$ cat config.mk
export PLATFORM = sky130hd
export DESIGN_NAME = ps2_keyboard_rx
export DESIGN_NICKNAME = d
export VERILOG_FILES = /design/src/rtl/ps2_keyboard_rx.sv
export SDC_FILE = /design/constraint.sdc
export NUM_CORES = 1
export LEC_CHECK = 0
export ABC_CLOCK_PERIOD_IN_PS = 4500
export CAP_MARGIN = 20
export CORE_UTILIZATION = 65
export CTS_CLUSTER_DIAMETER = 100
export DETAILED_ROUTE_END_ITERATION = 12
export PLACE_DENSITY_LB_ADDON = 0.08
export SKIP_LAST_GASP = 1
export SYNTH_ARGS = -nofsm -noshare
export SYNTH_HDL_FRONTEND = slang
export SYNTH_SLANG_ARGS = --single-unit
$ cat constraint.sdc
create_clock -name clock -period 4.5 [get_ports clock]
set_clock_uncertainty 0.15 [all_clocks]
set_input_delay 1.35 -clock clock [delete_from_list [all_inputs] [get_ports clock]]
set_output_delay 1.35 -clock clock [all_outputs]
set_load 0.005 [all_outputs]
$ cat src/rtl/ps2_keyboard_rx.sv
`default_nettype none
// ============================================================================
// Module   : ps2_keyboard_rx
// Purpose  : PS/2 keyboard receiver in the system clock domain. Synchronises
//            and deglitches the raw PS/2 clock/data pins, receives 11-bit
//            frames (start, 8 data LSB first, odd parity, stop) with a stall
//            timeout, folds E0/F0 prefixes into tagged scan-code entries and
//            buffers them in a show-ahead FIFO with a valid/ready interface.
//            led mirrors the last make (non-break) code.
// Ports    : clock, reset_n        system clock, async active-low reset
//            ps2_clock, ps2_data   raw asynchronous PS/2 pins
//            code/is_ext/is_break  head-of-FIFO entry, meaningful when valid
//            valid, ready          FIFO non-empty / consumer accept
//            err_parity, err_frame one-cycle frame-drop pulses
//            overflow              one-cycle pulse: entry dropped, FIFO full
//            led                   last accepted make code
// Revision : 1.0 - initial release
// ============================================================================
module ps2_keyboard_rx #(
    parameter int FILTER_LEN     = 4,
    parameter int TIMEOUT_CYCLES = 50000,
    parameter int FIFO_DEPTH     = 8
) (
    input  logic       clock,
    input  logic       reset_n,
    input  logic       ps2_clock,
    input  logic       ps2_data,
    output logic [7:0] code,
    output logic       is_ext,
    output logic       is_break,
    output logic       valid,
    input  logic       ready,
    output logic       err_parity,
    output logic       err_frame,
    output logic       overflow,
    output logic [7:0] led
);

    localparam int c_FCW = $clog2(FILTER_LEN) + 1;
    localparam int c_TCW = $clog2(TIMEOUT_CYCLES + 1);
    localparam int c_AW  = $clog2(FIFO_DEPTH);
    localparam int c_CW  = c_AW + 1;

    localparam logic [1:0] c_IDLE   = 2'd0;
    localparam logic [1:0] c_DATA   = 2'd1;
    localparam logic [1:0] c_PARITY = 2'd2;
    localparam logic [1:0] c_STOP   = 2'd3;

    // ------------------------------------------------------------------------
    // Input conditioning: bit 0 = PS/2 clock, bit 1 = PS/2 data.
    // A filtered line only follows the synchronised pin once the pin has
    // disagreed with it for FILTER_LEN consecutive samples, so short glitches
    // never reach the frame logic.
    // ------------------------------------------------------------------------
    logic [1:0] w_raw;
    logic [1:0] w_filt;

    assign w_raw = {ps2_data, ps2_clock};

    for (genvar gi = 0; gi < 2; gi++) begin : g_line
        logic [1:0]       r_sync;
        logic [c_FCW-1:0] r_cnt;
        logic             r_out;

        always_ff @(posedge clock or negedge reset_n) begin
            if (!reset_n) begin
                r_sync <= 2'b11;
                r_cnt  <= '0;
                r_out  <= 1'b1;
            end else begin
                r_sync <= {r_sync[0], w_raw[gi]};
                if (r_sync[1] != r_out) begin
                    if (r_cnt == c_FCW'(FILTER_LEN - 1)) begin
                        r_out <= r_sync[1];
                        r_cnt <= '0;
                    end else begin
                        r_cnt <= r_cnt + c_FCW'(1);
                    end
                end else begin
                    r_cnt <= '0;
                end
            end
        end

        assign w_filt[gi] = r_out;
    end

    // Sample edge: falling edge of the filtered clock; data is taken the same cycle.
    logic r_clk_d;
    logic w_fall;
    logic w_bit;

    always_ff @(posedge clock or negedge reset_n) begin
        if (!reset_n) begin
            r_clk_d <= 1'b1;
        end else begin
            r_clk_d <= w_filt[0];
        end
    end

    assign w_fall = r_clk_d & ~w_filt[0];
    assign w_bit  = w_filt[1];

    // ------------------------------------------------------------------------
    // Frame FSM
    // ------------------------------------------------------------------------
    logic [1:0]       r_state;
    logic [1:0]       w_state_nxt;
    logic [2:0]       r_bit_cnt;
    logic [7:0]       r_shift;
    logic             r_par;
    logic [c_TCW-1:0] r_to_cnt;
    logic             w_timeout;

    always_ff @(posedge clock or negedge reset_n) begin
        if (!reset_n) begin
            r_state <= c_IDLE;
        end else begin
            r_state <= w_state_nxt;
        end
    end

    always_comb begin
        w_state_nxt = r_state;
        w_timeout   = 1'b0;
        case (r_state)
            c_IDLE:   if (w_fall && !w_bit) w_state_nxt = c_DATA;
            c_DATA:   if (w_fall && (r_bit_cnt == 3'd7)) w_state_nxt = c_PARITY;
            c_PARITY: if (w_fall) w_state_nxt = c_STOP;
            c_STOP:   if (w_fall) w_state_nxt = c_IDLE;
            default:  w_state_nxt = c_IDLE;
        endcase
        // r_to_cnt counts edge-free cycles; the compare fires on the
        // TIMEOUT_CYCLES-th consecutive cycle without a sample edge.
        if ((r_state != c_IDLE) && !w_fall &&
            (r_to_cnt == c_TCW'(TIMEOUT_CYCLES - 1))) begin
            w_state_nxt = c_IDLE;
            w_timeout   = 1'b1;
        end
    end

    // Frame datapath and frame-check results, all registered so the error
    // pulses and the byte strobe appear the cycle after the stop-bit edge.
    logic       r_byte_vld;
    logic [7:0] r_byte;
    logic       r_err_parity;
    logic       r_err_frame;

    always_ff @(posedge clock or negedge reset_n) begin
        if (!reset_n) begin
            r_bit_cnt    <= 3'd0;
            r_shift      <= 8'd0;
            r_par        <= 1'b0;
            r_to_cnt     <= '0;
            r_byte_vld   <= 1'b0;
            r_byte       <= 8'd0;
            r_err_parity <= 1'b0;
            r_err_frame  <= 1'b0;
        end else begin
            r_byte_vld   <= 1'b0;
            r_err_parity <= 1'b0;
            r_err_frame  <= 1'b0;

            if (w_fall || (r_state == c_IDLE)) begin
                r_to_cnt <= '0;
            end else begin
                r_to_cnt <= r_to_cnt + c_TCW'(1);
            end

            if (w_fall) begin
                case (r_state)
                    c_IDLE: begin
                        r_bit_cnt <= 3'd0;
                    end
                    c_DATA: begin
                        r_shift   <= {w_bit, r_shift[7:1]};
                        r_bit_cnt <= r_bit_cnt + 3'd1;
                    end
                    c_PARITY: begin
                        r_par <= w_bit;
                    end
                    default: begin
                        // Parity failure takes precedence over a bad stop bit.
                        if (^{r_shift, r_par} == 1'b0) begin
                            r_err_parity <= 1'b1;
                        end else if (!w_bit) begin
                            r_err_frame <= 1'b1;
                        end else begin
                            r_byte_vld <= 1'b1;
                        end
                        r_byte <= r_shift;
                    end
                endcase
            end

            if (w_timeout) begin
                r_err_frame <= 1'b1;
            end
        end
    end

    // ------------------------------------------------------------------------
    // Prefix decoder: E0/F0 only set flags; any other byte becomes an entry
    // and consumes the flags, even if the FIFO later drops it.
    // ------------------------------------------------------------------------
    logic       r_ext;
    logic       r_brk;
    logic       r_push;
    logic [9:0] r_push_data;
    logic [7:0] r_led;

    always_ff @(posedge clock or negedge reset_n) begin
        if (!reset_n) begin
            r_ext       <= 1'b0;
            r_brk       <= 1'b0;
            r_push      <= 1'b0;
            r_push_data <= 10'd0;
            r_led       <= 8'd0;
        end else begin
            r_push <= 1'b0;
            if (r_byte_vld) begin
                if (r_byte == 8'hE0) begin
                    r_ext <= 1'b1;
                end else if (r_byte == 8'hF0) begin
                    r_brk <= 1'b1;
                end else begin
                    r_push      <= 1'b1;
                    r_push_data <= {r_byte, r_ext, r_brk};
                    r_ext       <= 1'b0;
                    r_brk       <= 1'b0;
                    if (!r_brk) begin
                        r_led <= r_byte;
                    end
                end
            end
        end
    end

    // ------------------------------------------------------------------------
    // Show-ahead FIFO. When full, a simultaneous pop frees the slot being
    // written, so push and pop both succeed.
    // ------------------------------------------------------------------------
    logic [9:0]      r_mem [FIFO_DEPTH];
    logic [c_AW-1:0] r_wr_ptr;
    logic [c_AW-1:0] r_rd_ptr;
    logic [c_CW-1:0] r_count;
    logic            r_overflow;
    logic            w_full;
    logic            w_empty;
    logic            w_pop;
    logic            w_wr;
    logic [9:0]      w_head;

    assign w_full  = (r_count == c_CW'(FIFO_DEPTH));
    assign w_empty = (r_count == '0);
    assign w_pop   = !w_empty && ready;
    assign w_wr    = r_push && (!w_full || w_pop);

    always_ff @(posedge clock or negedge reset_n) begin
        if (!reset_n) begin
            r_wr_ptr   <= '0;
            r_rd_ptr   <= '0;
            r_count    <= '0;
            r_overflow <= 1'b0;
        end else begin
            r_overflow <= r_push && !w_wr;
            if (w_wr) begin
                r_wr_ptr <= r_wr_ptr + c_AW'(1);
            end
            if (w_pop) begin
                r_rd_ptr <= r_rd_ptr + c_AW'(1);
            end
            case ({w_wr, w_pop})
                2'b10:   r_count <= r_count + c_CW'(1);
                2'b01:   r_count <= r_count - c_CW'(1);
                default: r_count <= r_count;
            endcase
        end
    end

    // Storage needs no reset: the head is masked until an entry is written.
    always_ff @(posedge clock) begin
        if (w_wr) begin
            r_mem[r_wr_ptr] <= r_push_data;
        end
    end

    assign w_head     = r_mem[r_rd_ptr];
    assign valid      = !w_empty;
    assign code       = valid ? w_head[9:2] : 8'd0;
    assign is_ext     = valid & w_head[1];
    assign is_break   = valid & w_head[0];
    assign err_parity = r_err_parity;
    assign err_frame  = r_err_frame;
    assign overflow   = r_overflow;
    assign led        = r_led;

endmodule
`default_nettype wire

Yosys cells after proc, flatten, opt, wreduce, memory -nomap -nowiden
Memories as Yosys holds them, arrays and structs flattened.
Cells that the tools add are included.
Storage, ports and cells
  flip-flop bits (word level): 86
  memory bits (writable): 80
  bits of input ports: 5
  memories: 1
Operators by class
  add/subtract/negate cells: 8
  equal/unequal tests: 19
  mux-type cells: 35
  bitwise gates (word level): 8
  reduce and logical (&&, ||, !) cells: 32
Memory list
  r_mem: words 8, width 10, rd ports 1, clocked after memory_dff 0, write ports 1, line 243  | logic [9:0] r_mem [FIFO_DEPTH];
Operator list (number)
  1-bit 2-to-1 mux: 21
  16-bit by 1-bit adder with 16-bit output (second input constant): 1
  16-bit == test (second input constant): 1
  8-bit == test (second input constant): 2
  16-bit 2-to-1 mux: 1
  2-bit AND reduction: 8
  3-bit by 1-bit adder with 3-bit output (second input constant): 5
  3-bit 2-to-1 mux: 4
  3-bit inequality test (second input constant): 4
  2-bit 2-to-1 mux: 5
  9-bit parity: 1
  8-bit 2-to-1 mux: 1
  2-bit case mux with 4 select lines: 1
  4-bit case mux with 2 select lines: 1
  4-bit AND reduction: 2
  1-bit logical AND: 7
  2-bit == test (second input constant): 3
  3-bit by 2-bit == test with 1-bit output (second input constant): 2
  3-bit case mux with 2 select lines: 1
  2-bit nonzero test: 3
  1-bit logical NOT: 5
  1-bit NOT: 5
  4-bit by 1-bit adder with 4-bit output (second input constant): 1
  2-bit by 1-bit == test with 1-bit output (second input constant): 2
  other kinds (11): 15

Logic depth before layout (Yosys ltp)
  depth in word-level cells: 7
  mapped depth: 12
  gate-level depth less buffers: 11

Worst setup path before layout
OpenSTA, ideal clock, no wires.
  path type: input to register
  start: input ready
  end: memory r_mem[0][0], enable pin
  setup time: 0.390 ns
  arrival time: 2.506 ns
  setup slack: 1.455 ns
  stages on the path: 4
  buffers on the path: 0
  cells stage by stage: nand3b_1 > and2_1 > nand2b_1 > nor3_1
On the way
  cells in the longest elaborated chain, start to end: 5
Ends and longest elaborated chain
  start: declaration: line 32  | input logic ready,
  1-bit logical AND: line 256  | assign w_pop = !w_empty && ready;
  1-bit logical OR: line 257  | assign w_wr = r_push && (!w_full || w_pop);
  1-bit logical AND: line 257
  1-bit 2-to-1 mux: line 283  | if (w_wr) begin
  1-bit 2-to-1 mux (implied by the code): line 284  | r_mem[r_wr_ptr] <= r_push_data;
  end: declaration: line 243
Every way passes these cells.

Worst setup path in the final report
  start: register r_rd_ptr[0]
  end: output code[7]
On the way
  cells in the longest elaborated chain, start to end: 2
Ends and longest elaborated chain
  start: declaration: line 245  | logic [c_AW-1:0] r_rd_ptr;
  start signal: assignment: line 271  | r_rd_ptr <= r_rd_ptr + c_AW'(1);
  memory read 8 x 10 bit
  8-bit 2-to-1 mux: line 290  | assign code = valid ? w_head[9:2] : 8'd0;
  end: declaration: line 28  | output logic [7:0] code,
Every way passes these cells.

==> out/results.txt <==
routed vias/inst = 5.84
DRT Wirelength = 12200 um
Synth Instances = 436
fillers = 576
postcts setup bufs = 0
pin count of the biggest net entering global routing = 67
H-tree Lvls = 4
Tmin final = 4060 ps
Slowest-stage cell, CP = mux4_2
layout cells sized above 1 = 22.0%
Pre-antenna DRT Iters = 5
Synth cell types = 41
GRT overflow = 0
Root Buffer = clkbuf_8
setup tns final = 0 ps
Max Clk Rate = 0.246 GHz
LEAKAGE = 3.18 nW
TritonCTS clock tree = done
initial antenna violation count = 0
Mean Syn Cell Area = 15.7 um^2
Worst setup SP type = flop
Worst Tran Pin Value = 828 ps
wire per inst = 19.3 um
asr flop ratio synth = 51.8%
full die area = 10900 um^2
post-cts resize count = 0
residual DRC count = 0
Port Buffer Count = 26
# diodes = 0
Pwr Density = 561 nW/um^2
outcome = complete, no violations
Worst-Skew Late Latency = 520 ps
Crit Path Class = flop to output pin
die height = 104 um
gp weighted congestion = 0.782
Final ANT Viol Nets = 0
peak supply drop = 0.000403 V
synthesis-to-layout area growth = 15.6%
RSZ-0062 raised after global routing = false
worst-path maximum fanout = 22
first-pass GRT wire length = 20300 um
Die Wd = 104 um
routed vias = 3694
Hold Path Class = flop to flop
GRT Overall Usage = 25.2%
post-route cell area = 7890 um^2
Final Cycle Share = 90.3%
Top FF cell, synth = edfxtp_1
#FFs+latches synth = 166
Post-synth EDFFs = 80
CP required = 3000 ps
DP Area = 7310 um^2
Core Area = 10200 um^2
most frequent cells in the layout = edfxtp_1, dfrtp_1, nor2_1
CTS Sinks = 166
vias in the first global route = 3882
Setup crit end kind = output pin
CTS Buffer Depth = 2
cell family with most CP delay = buffers and inverters
clock buffer count from CTS = 17
Post-DP HPWL = 7540 um
Post-CTS Hold Fix Bufs = 0
Row Count = 37
# nets final = 503
commonest non-fill, non-tap cell in the layout = edfxtp_1
syn_nets = 456
starting density of the core = 66.7%
Max Slew Vio Count = 0
Cell Chain, Critical Path = buf_4 -> mux4_2 -> mux2i_1 -> nor2_1 -> clkdlybuf4s50_1
yosys warns = 0
number of buffers and inverters on the critical path = 2
Max-Cap Viols = 0
Mapped Area = 6830 um^2
Arr. time, crit path = 2560 ps
Seq/Total Area, Yosys = 66.8%
Final Hold Fails = 0
DRT iter0 DRCs = 195
clock slew at reported path FFs = 60 ps
largest stage delay on the critical path = 580 ps
IO Pins = 27
Final Setup Violations = 0
Slew HR = 44.8%
[worst reg2reg max path: cells and delay by family, from the launching register on]
kind            cells  cell delay, ps
buf+inv             1             240
flops               1             470
compound gates      1             140
xor+xnor            3             470
fa+ha+maj           2             480
simple gates        3             480
[final timing paths]
| path | startpoint | end | slack [ps] | cells after the start |
|---|---|---|---|---|
| min reg2reg | g_line[0].r_sync[0]$_DFF_PN1_ | g_line[0].r_sync[1]$_DFF_PN1_ | 210 | 0 |
| max in group asynchronous | reset_n | r_wr_ptr[0]$_DFFE_PN0P_ | 2740 | 2 |
| min | g_line[0].r_sync[0]$_DFF_PN1_ | g_line[0].r_sync[1]$_DFF_PN1_ | 210 | 0 |
| max reg2reg | r_count[1]$_DFFE_PN0P_ | r_count[2]$_DFFE_PN0P_ | 1970 | 10 |
| min in group asynchronous | reset_n | r_push_data[3]$_DFFE_PN0P_ | 780 | 1 |
| max | r_rd_ptr[0]$_DFFE_PN0P_ | code[7] | 440 | 5 |
[cell usage after synthesis, types with 7 or more instances]
library cell  instances  share of area, %
inv_1                10              0.55
mux4_2               20               6.6
edfxtp_1             80                35
dfstp_2               7               2.7
nand3_1               7              0.51
nor2_1               41               2.3
mux2i_1              12               1.8
nand2_1              17              0.93
dfrtp_1              79                29
a21oi_1               7              0.51
ha_1                 15               2.7
xnor2_1              16               2.1
mux2_4                8               1.8
xor2_1               13               1.7
clkbuf_1              7              0.38
mux2_2               29               4.8
[layout make-up]
type                    count  area (um^2)  share of cell area (%)
flip-flops and latches    166         4560                    57.8
multi-input cells         247         2170                    27.5
clock buffers              24          483                    6.12
repair buffers             41          370                    4.69
well taps                 136          170                    2.16
clock inverters             8         97.6                    1.24
inverters                  10         37.5                   0.476
[stage by stage]
step | std cells | setup WS (ps) | hold WS, ps | total power [mW] | utilization [%]
floorplan | 436 | 1450 | 195 | 2.71 | -
global placement | 599 | 921 | 199 | 3.02 | 71.4
detailed placement | 600 | 829 | 200 | 3.07 | 71.5
CTS | 632 | 374 | 212 | 4.47 | 77.1
global route | 632 | 300 | 213 | 4.67 | 77.1
finish | 632 | 436 | 210 | 4.43 | 77.1
[flip-flops by register name, summed over array words and instances, names as in the netlist, 2 cells and up]
| register | flops |
|---|---|
| r_state | 2 |
| r_mem | 80 |
| r_bit_cnt | 3 |
| r_rd_ptr | 3 |
| r_to_cnt | 16 |
| r_byte | 8 |
| r_shift | 8 |
| g_line.r_cnt | 6 |
| r_count | 4 |
| g_line.r_out | 2 |
| r_wr_ptr | 3 |
| r_push_data | 10 |
| g_line.r_sync | 4 |
| led | 8 |
[metal layers]
metal / wire length (um) / global-route usage [%]
met1: 5050 / 32.8
met2: 6340 / 40.7
met3: 505 / 6.27
met4: 278 / 11.2
met5: 0 / 0
[power breakdown]
group	total (mW)	internal [mW]	switching (mW)
sequential	1.97	1.77	0.192
combinational	1.07	0.561	0.508
clock	1.39	0.853	0.540
[kinds of logic (layout without fill, tap and decap cells)]
family | Yosys count | in the layout | share of synthesized area, %
AO/OA/AOI/OAI | 21 | 21 | 1.91
XOR/XNOR | 29 | 29 | 3.72
adder cells (fa/ha/maj) | 15 | 15 | 2.75
buffers and inverters | 23 | 83 | 1.47
flip-flops | 166 | 166 | 66.8
multiplexers | 69 | 69 | 14.9
AND/OR/NAND/NOR | 113 | 113 | 8.43
No activity file was read; power rests on OpenSTA's default activity.
